`config.mk`:
```
export PLATFORM = sky130hd
export DESIGN_NAME = wb_write_queue
export DESIGN_NICKNAME = d
export VERILOG_FILES = /design/src/rtl/wb_pkg.sv /design/src/rtl/wbq_fwd_match.sv /design/src/rtl/wb_write_queue.sv
export SDC_FILE = /design/constraint.sdc
export NUM_CORES = 1
export LEC_CHECK = 0
export ABC_AREA = 1
export CORE_MARGIN = 8
export CORE_UTILIZATION = 28
export CTS_CLUSTER_SIZE = 12
export DETAILED_ROUTE_END_ITERATION = 10
export DONT_BUFFER_PORTS = 1
export GPL_ROUTABILITY_DRIVEN = 0
export PLACE_DENSITY_LB_ADDON = 0.08
export SKIP_LAST_GASP = 1
export SYNTH_ARGS = -nofsm -noshare
export SYNTH_HDL_FRONTEND = slang
export SYNTH_HIERARCHICAL = 1
export SYNTH_SLANG_ARGS = --single-unit
export TNS_END_PERCENT = 50
```
`constraint.sdc`:
```
create_clock -name clk -period 9.1 [get_ports clk]
set_clock_uncertainty 0.2 [all_clocks]
set_input_delay 0.91 -clock clk [delete_from_list [all_inputs] [get_ports clk]]
set_output_delay 0.91 -clock clk [all_outputs]
set_load 0.01 [all_outputs]
```
`src/rtl/wb_pkg.sv`:
```
// +-----------------------------------------------------------------------+
// | wb_pkg : shared constants and entry type for the write-back queue     |
// | Revision: 1.0                                                         |
// +-----------------------------------------------------------------------+
`default_nettype none

package wb_pkg;

  localparam logic [4:0] REG_ZERO  = 5'd0;
  localparam int         DEPTH_DEF = 4;
  localparam int         AW_DEF    = 5;
  localparam int         DW_DEF    = 32;

  typedef struct packed {
    logic [AW_DEF-1:0] wr;
    logic [DW_DEF-1:0] wd;
  } wb_entry_t;

endpackage

`default_nettype wire

```
`src/rtl/wbq_fwd_match.sv`:
```
// +-----------------------------------------------------------------------+
// | wbq_fwd_match : youngest-first forwarding lookup for one read port    |
// | Revision: 1.0                                                         |
// +-----------------------------------------------------------------------+
`default_nettype none

module wbq_fwd_match
  import wb_pkg::*;
#(
  parameter int DEPTH = DEPTH_DEF,
  parameter int AW    = AW_DEF,
  parameter int DW    = DW_DEF
) (
  input  logic [AW-1:0]    rr,
  input  logic [AW-1:0]    ent_wr  [DEPTH],
  input  logic [DW-1:0]    ent_wd  [DEPTH],
  input  logic [DEPTH-1:0] ent_vld,
  input  logic             out_vld,
  input  logic [AW-1:0]    out_wr,
  input  logic [DW-1:0]    out_wd,
  output logic             hit,
  output logic [DW-1:0]    data
);

  // Entries are age-ordered (index 0 = youngest); scanning oldest to
  // youngest lets the youngest match overwrite any older one.
  always_comb begin
    hit  = 1'b0;
    data = '0;
    if (rr != AW'(REG_ZERO)) begin
      if (out_vld && (out_wr == rr)) begin
        hit  = 1'b1;
        data = out_wd;
      end
      for (int i = DEPTH - 1; i >= 0; i--) begin
        if (ent_vld[i] && (ent_wr[i] == rr)) begin
          hit  = 1'b1;
          data = ent_wd[i];
        end
      end
    end
  end

endmodule

`default_nettype wire

```
`src/rtl/wb_write_queue.sv`:
```
// +-----------------------------------------------------------------------+
// | wb_write_queue : in-order register-file write FIFO with forwarding    |
// | Revision: 1.0                                                         |
// +-----------------------------------------------------------------------+
`default_nettype none

module wb_write_queue
  import wb_pkg::*;
#(
  parameter int DEPTH = DEPTH_DEF,
  parameter int AW    = AW_DEF,
  parameter int DW    = DW_DEF
) (
  input  logic                     clk,
  input  logic                     rst_n,
  input  logic                     in_valid,
  output logic                     in_ready,
  input  logic [AW-1:0]            in_wr,
  input  logic [DW-1:0]            in_wd,
  output logic                     RegWrite,
  output logic [AW-1:0]            WR,
  output logic [DW-1:0]            WD,
  input  logic [AW-1:0]            fwd_rr1,
  input  logic [AW-1:0]            fwd_rr2,
  output logic                     fwd_hit1,
  output logic                     fwd_hit2,
  output logic [DW-1:0]            fwd_data1,
  output logic [DW-1:0]            fwd_data2,
  output logic [$clog2(DEPTH):0]   count,
  output logic                     idle
);

  localparam int PW = $clog2(DEPTH);
  localparam int CW = PW + 1;

  logic [AW-1:0] mem_wr_q [DEPTH];
  logic [DW-1:0] mem_wd_q [DEPTH];
  logic [AW-1:0] mem_wr_d [DEPTH];
  logic [DW-1:0] mem_wd_d [DEPTH];

  logic [PW-1:0] wr_ptr_q, wr_ptr_d;
  logic [PW-1:0] rd_ptr_q, rd_ptr_d;
  logic [CW-1:0] count_q,  count_d;
  logic          reg_write_q, reg_write_d;
  logic [AW-1:0] wr_q, wr_d;
  logic [DW-1:0] wd_q, wd_d;

  logic accept;
  logic push;
  logic pop;

  assign in_ready = (count_q != CW'(DEPTH));
  assign accept   = in_valid && in_ready;
  // Writes to r0 take a handshake beat but are dropped here.
  assign push     = accept && (in_wr != AW'(REG_ZERO));
  assign pop      = (count_q != '0);

  always_comb begin
    mem_wr_d = mem_wr_q;
    mem_wd_d = mem_wd_q;
    if (push) begin
      mem_wr_d[wr_ptr_q] = in_wr;
      mem_wd_d[wr_ptr_q] = in_wd;
    end
  end

  always_comb begin
    wr_ptr_d    = push ? wr_ptr_q + PW'(1) : wr_ptr_q;
    rd_ptr_d    = pop  ? rd_ptr_q + PW'(1) : rd_ptr_q;
    count_d     = count_q;
    case ({push, pop})
      2'b10:   count_d = count_q + CW'(1);
      2'b01:   count_d = count_q - CW'(1);
      default: count_d = count_q;
    endcase
    reg_write_d = pop;
    wr_d        = pop ? mem_wr_q[rd_ptr_q] : wr_q;
    wd_d        = pop ? mem_wd_q[rd_ptr_q] : wd_q;
  end

  // Storage has no reset: only entries covered by count are ever observed.
  always_ff @(posedge clk) begin
    mem_wr_q <= mem_wr_d;
    mem_wd_q <= mem_wd_d;
  end

  always_ff @(posedge clk) begin
    if (!rst_n) begin
      wr_ptr_q    <= '0;
      rd_ptr_q    <= '0;
      count_q     <= '0;
      reg_write_q <= 1'b0;
      wr_q        <= '0;
      wd_q        <= '0;
    end else begin
      wr_ptr_q    <= wr_ptr_d;
      rd_ptr_q    <= rd_ptr_d;
      count_q     <= count_d;
      reg_write_q <= reg_write_d;
      wr_q        <= wr_d;
      wd_q        <= wd_d;
    end
  end

  assign RegWrite = reg_write_q;
  assign WR       = wr_q;
  assign WD       = wd_q;
  assign count    = count_q;
  assign idle     = (count_q == '0) && !reg_write_q;

  logic [AW-1:0]    age_wr  [DEPTH];
  logic [DW-1:0]    age_wd  [DEPTH];
  logic [DEPTH-1:0] age_vld;

  // Age 0 is the entry just behind the tail pointer.
  for (genvar i = 0; i < DEPTH; i++) begin : g_age
    localparam logic [PW-1:0] OFF = PW'(i + 1);
    localparam logic [CW-1:0] AGE = CW'(i);
    logic [PW-1:0] idx;
    assign idx        = wr_ptr_q - OFF;
    assign age_wr[i]  = mem_wr_q[idx];
    assign age_wd[i]  = mem_wd_q[idx];
    assign age_vld[i] = (AGE < count_q);
  end

  wbq_fwd_match #(.DEPTH(DEPTH), .AW(AW), .DW(DW)) u_fwd1 (
    .rr      (fwd_rr1),
    .ent_wr  (age_wr),
    .ent_wd  (age_wd),
    .ent_vld (age_vld),
    .out_vld (reg_write_q),
    .out_wr  (wr_q),
    .out_wd  (wd_q),
    .hit     (fwd_hit1),
    .data    (fwd_data1)
  );

  wbq_fwd_match #(.DEPTH(DEPTH), .AW(AW), .DW(DW)) u_fwd2 (
    .rr      (fwd_rr2),
    .ent_wr  (age_wr),
    .ent_wd  (age_wd),
    .ent_vld (age_vld),
    .out_vld (reg_write_q),
    .out_wr  (wr_q),
    .out_wd  (wd_q),
    .hit     (fwd_hit2),
    .data    (fwd_data2)
  );

endmodule

`default_nettype wire

```
==> results.py <==
metrics = {
    "drt": {
        "wl_per_cell_um": 19.5,
        "antenna_left": 0,
        "drt-pass1-iter-count": 5,
        "vias": 15248,
        "vias_per_cell": 4.90,
        "drc_errors": 0,
        "drtIter0Drc": 1095,
        "drt-total-wl_um": 60600,
    },
    "floorplanning": {
        "die_x_um": 252,
        "placementRows": 86,
        "dieArea_sq_um": 63600,
        "io_pins": 159,
        "core_sq_um": 55200,
        "die_h_um": 252,
        "start_util": 0.283,
    },
    "clock_network": {
        "clk_pin_slew_worst_paths_ps": 80,
        "holdBufCountCts": 0,
        "cts_tree": "built",
        "ctsRootBufferMaster": "clkbuf_16",
        "clk_path_buf_depth": 2,
        "cts_resized": 0,
        "clk_latency_ps": 490,
        "htree_levels": 4,
        "cts_setup_buffers": 0,
        "cts.sinks": 193,
        "cts_made_buffers": 17,
    },
    "power_and_ir_drop": {
        "power_frac_seq": 0.329,
        "power.switching_mw": 2.05,
        "p_total_mw": 4.10,
        "p_leak_nw": 7.20,
        "p_per_area_nw_per_um2": 249,
        "p_int_mw": 2.05,
        "pwr-share-clk": 0.189,
        "swShare": 0.500,
        "ir_drop_v": 0.000370,
        "p_comb_frac": 0.481,
    },
    "synthesis": {
        "synth_edf_count": 148,
        "yosysTopAreaCellShare": 0.284,
        "syn_inst": 2481,
        "synthArstFlopShare": 0,
        "synth_flop_cell": "edfxtp_1",
        "synth.net_count": 2540,
        "synthDistinctLibCells": 29,
        "synth_area_sq_um": 15600,
        "syn_area_per_cell_sq_um": 6.30,
        "ys_seq_area_frac": 0.342,
        "ys_seq_elements": 193,
        "synth_area_leader_cell": "edfxtp_1",
        "yosys_warnings": 6,
        "synth_area_leaders": "edfxtp_1 (28%), nand2_1 (17%), o21ai_0 (12%)",
    },
    "grt": {
        "grt_pass1_wl_um": 90300,
        "antenna_found_initial": 0,
        "grt_overflow": 0,
        "grt_pass1_vias": 14299,
        "grt_max_degree": 117,
        "grt.total_usage": 0.188,
    },
    "layout": {
        "utilization": 0.298,
        "final_area_sq_um": 16500,
        "layout-drive-gt1-share": 0.0782,
        "num_antenna_cells": 0,
        "final_common_cell": "nand2_1",
        "fin_nets": 2412,
        "final_cell_mix": "nand2_1 (696), o21ai_0 (385), nor2_1 (334)",
        "instances_no_fill": 3114,
        "area_delta_synth_final_pct": 5.32,
    },
    "critical_path": {
        "cp_data_required_time_ps": 7990,
        "crit_start": "wr_ptr_q[0]",
        "worstSetupEndpointType": "primary output",
        "rr_startpoint": "wr_ptr_q[0]",
        "path_class": "register to primary output",
        "crit_arrival_ps": 5650,
        "cp_max_fo": 116,
        "cp-start-kind": "register",
    },
    "min_path": {
        "min_from": "in_wd[28]",
        "hold_path_class": "primary input to register",
    },
    "timing": {
        "max_slew.worst_pin.slew_ps": 1260,
        "setup_viol": 0,
        "fin_crit_sh": 0.742,
        "fin_crit_ps": 6760,
        "fin_ws_ps": 2340,
        "rsz0062_at_grt": "no",
        "hold_slack_ps": 302,
        "final-hold-violation-count": 0,
        "maxSlewHeadroom": 0.156,
        "max_freq_mhz": 148,
        "tns_ps": 0,
        "report.final.slew_viol_count": 0,
    },
    "place": {
        "buffer_ports.inserted": 0,
        "detailed_place.area_sq_um": 15900,
        "hpwlAfterDp_um": 39000,
        "dp_slack_ps": 2970,
        "post-place-cells": 3082,
    },
    "run": {
        "maxCapViolations": 0,
    },
    "status": {
        "outcome": "finished, final reports clean",
    },
}
## path summary, 6_finish.rpt
kind	cells after the start	slack, ps	to
hold reg to reg	6	440	WD[2]
hold / removal	0	300	mem_wd_q[92]
setup / recovery	11	2340	fwd_data1[31]
setup reg to reg	6	4830	mem_wd_q[67]
## synth_stat cells, types with 2 or more instances
| library cell | count |
|---|---|
| xor2_1 | 9 |
| buf_6 | 19 |
| a21oi_1 | 70 |
| nor3_1 | 5 |
| nor2_1 | 338 |
| o21ai_1 | 36 |
| nand2_1 | 696 |
| o21a_1 | 2 |
| clkbuf_1 | 54 |
| buf_2 | 72 |
| edfxtp_1 | 148 |
| a21oi_2 | 60 |
| nand3_2 | 4 |
| nor2_4 | 2 |
| nor2_2 | 42 |
| clkbuf_2 | 3 |
| buf_1 | 7 |
| inv_2 | 11 |
| o21ai_0 | 385 |
| xnor2_1 | 4 |
| dfxtp_1 | 45 |
| ha_1 | 9 |
| nand3_1 | 150 |
| inv_1 | 293 |
| buf_4 | 13 |
## registers in the layout, indices dropped and copies added, names as in the netlist
signal    flops
RegWrite      1
WD           32
WR            5
count         3
mem_wd_q    128
mem_wr_q     20
rd_ptr_q      2
wr_ptr_q      2
## cells by family after synthesis
logic type / synth area share
compound gates: 0.192
buf+inv: 0.132
simple gates: 0.320
flops: 0.342
fa+ha+maj: 0.00720
xor+xnor: 0.00728
## final cells by class
cell class,instances,area (sq um)
flip-flops and latches,193,5360
well taps,748,936
repair buffers,21,158
inverters,305,1140
fillers,6031,38700
clock inverters,12,135
multi-input cells,1815,8300
clock buffers,20,437
## power by group through the flow
stage	registers, mW	logic, mW	clock network, mW
floorplan	1.24	1.53	0
global placement	1.38	1.97	0
detailed placement	1.38	1.99	0
CTS	1.36	1.99	0.810
global route	1.38	2.25	0.835
finish	1.35	1.97	0.775
## metal layers
| metal | share of wire | up-vias | GRT usage | wire length [um] |
|---|---|---|---|---|
| met5 | 0 | - | 0 | 0 |
| met2 | 0.46 | 441 | 0.309 | 28000 |
| met3 | 0.065 | 85 | 0.0457 | 3940 |
| met4 | 0.028 | 0 | 0.0727 | 1720 |
| li1 | - | 7610 | - | - |
| met1 | 0.44 | 7112 | 0.236 | 27000 |
## critical path, stage by stage, from the launching register on
cell and delay [ps]:
dfxtp_4 740, buf_4 850, o21ai_0 260, o21ai_0 420, nor2_1 90, nor2_1 150, nand3_2 770, inv_2 1060
nor2_1 140, nand2_1 100, nand2_1 50, a21oi_1 490
Note: power is estimated with default switching activity, not from simulation.
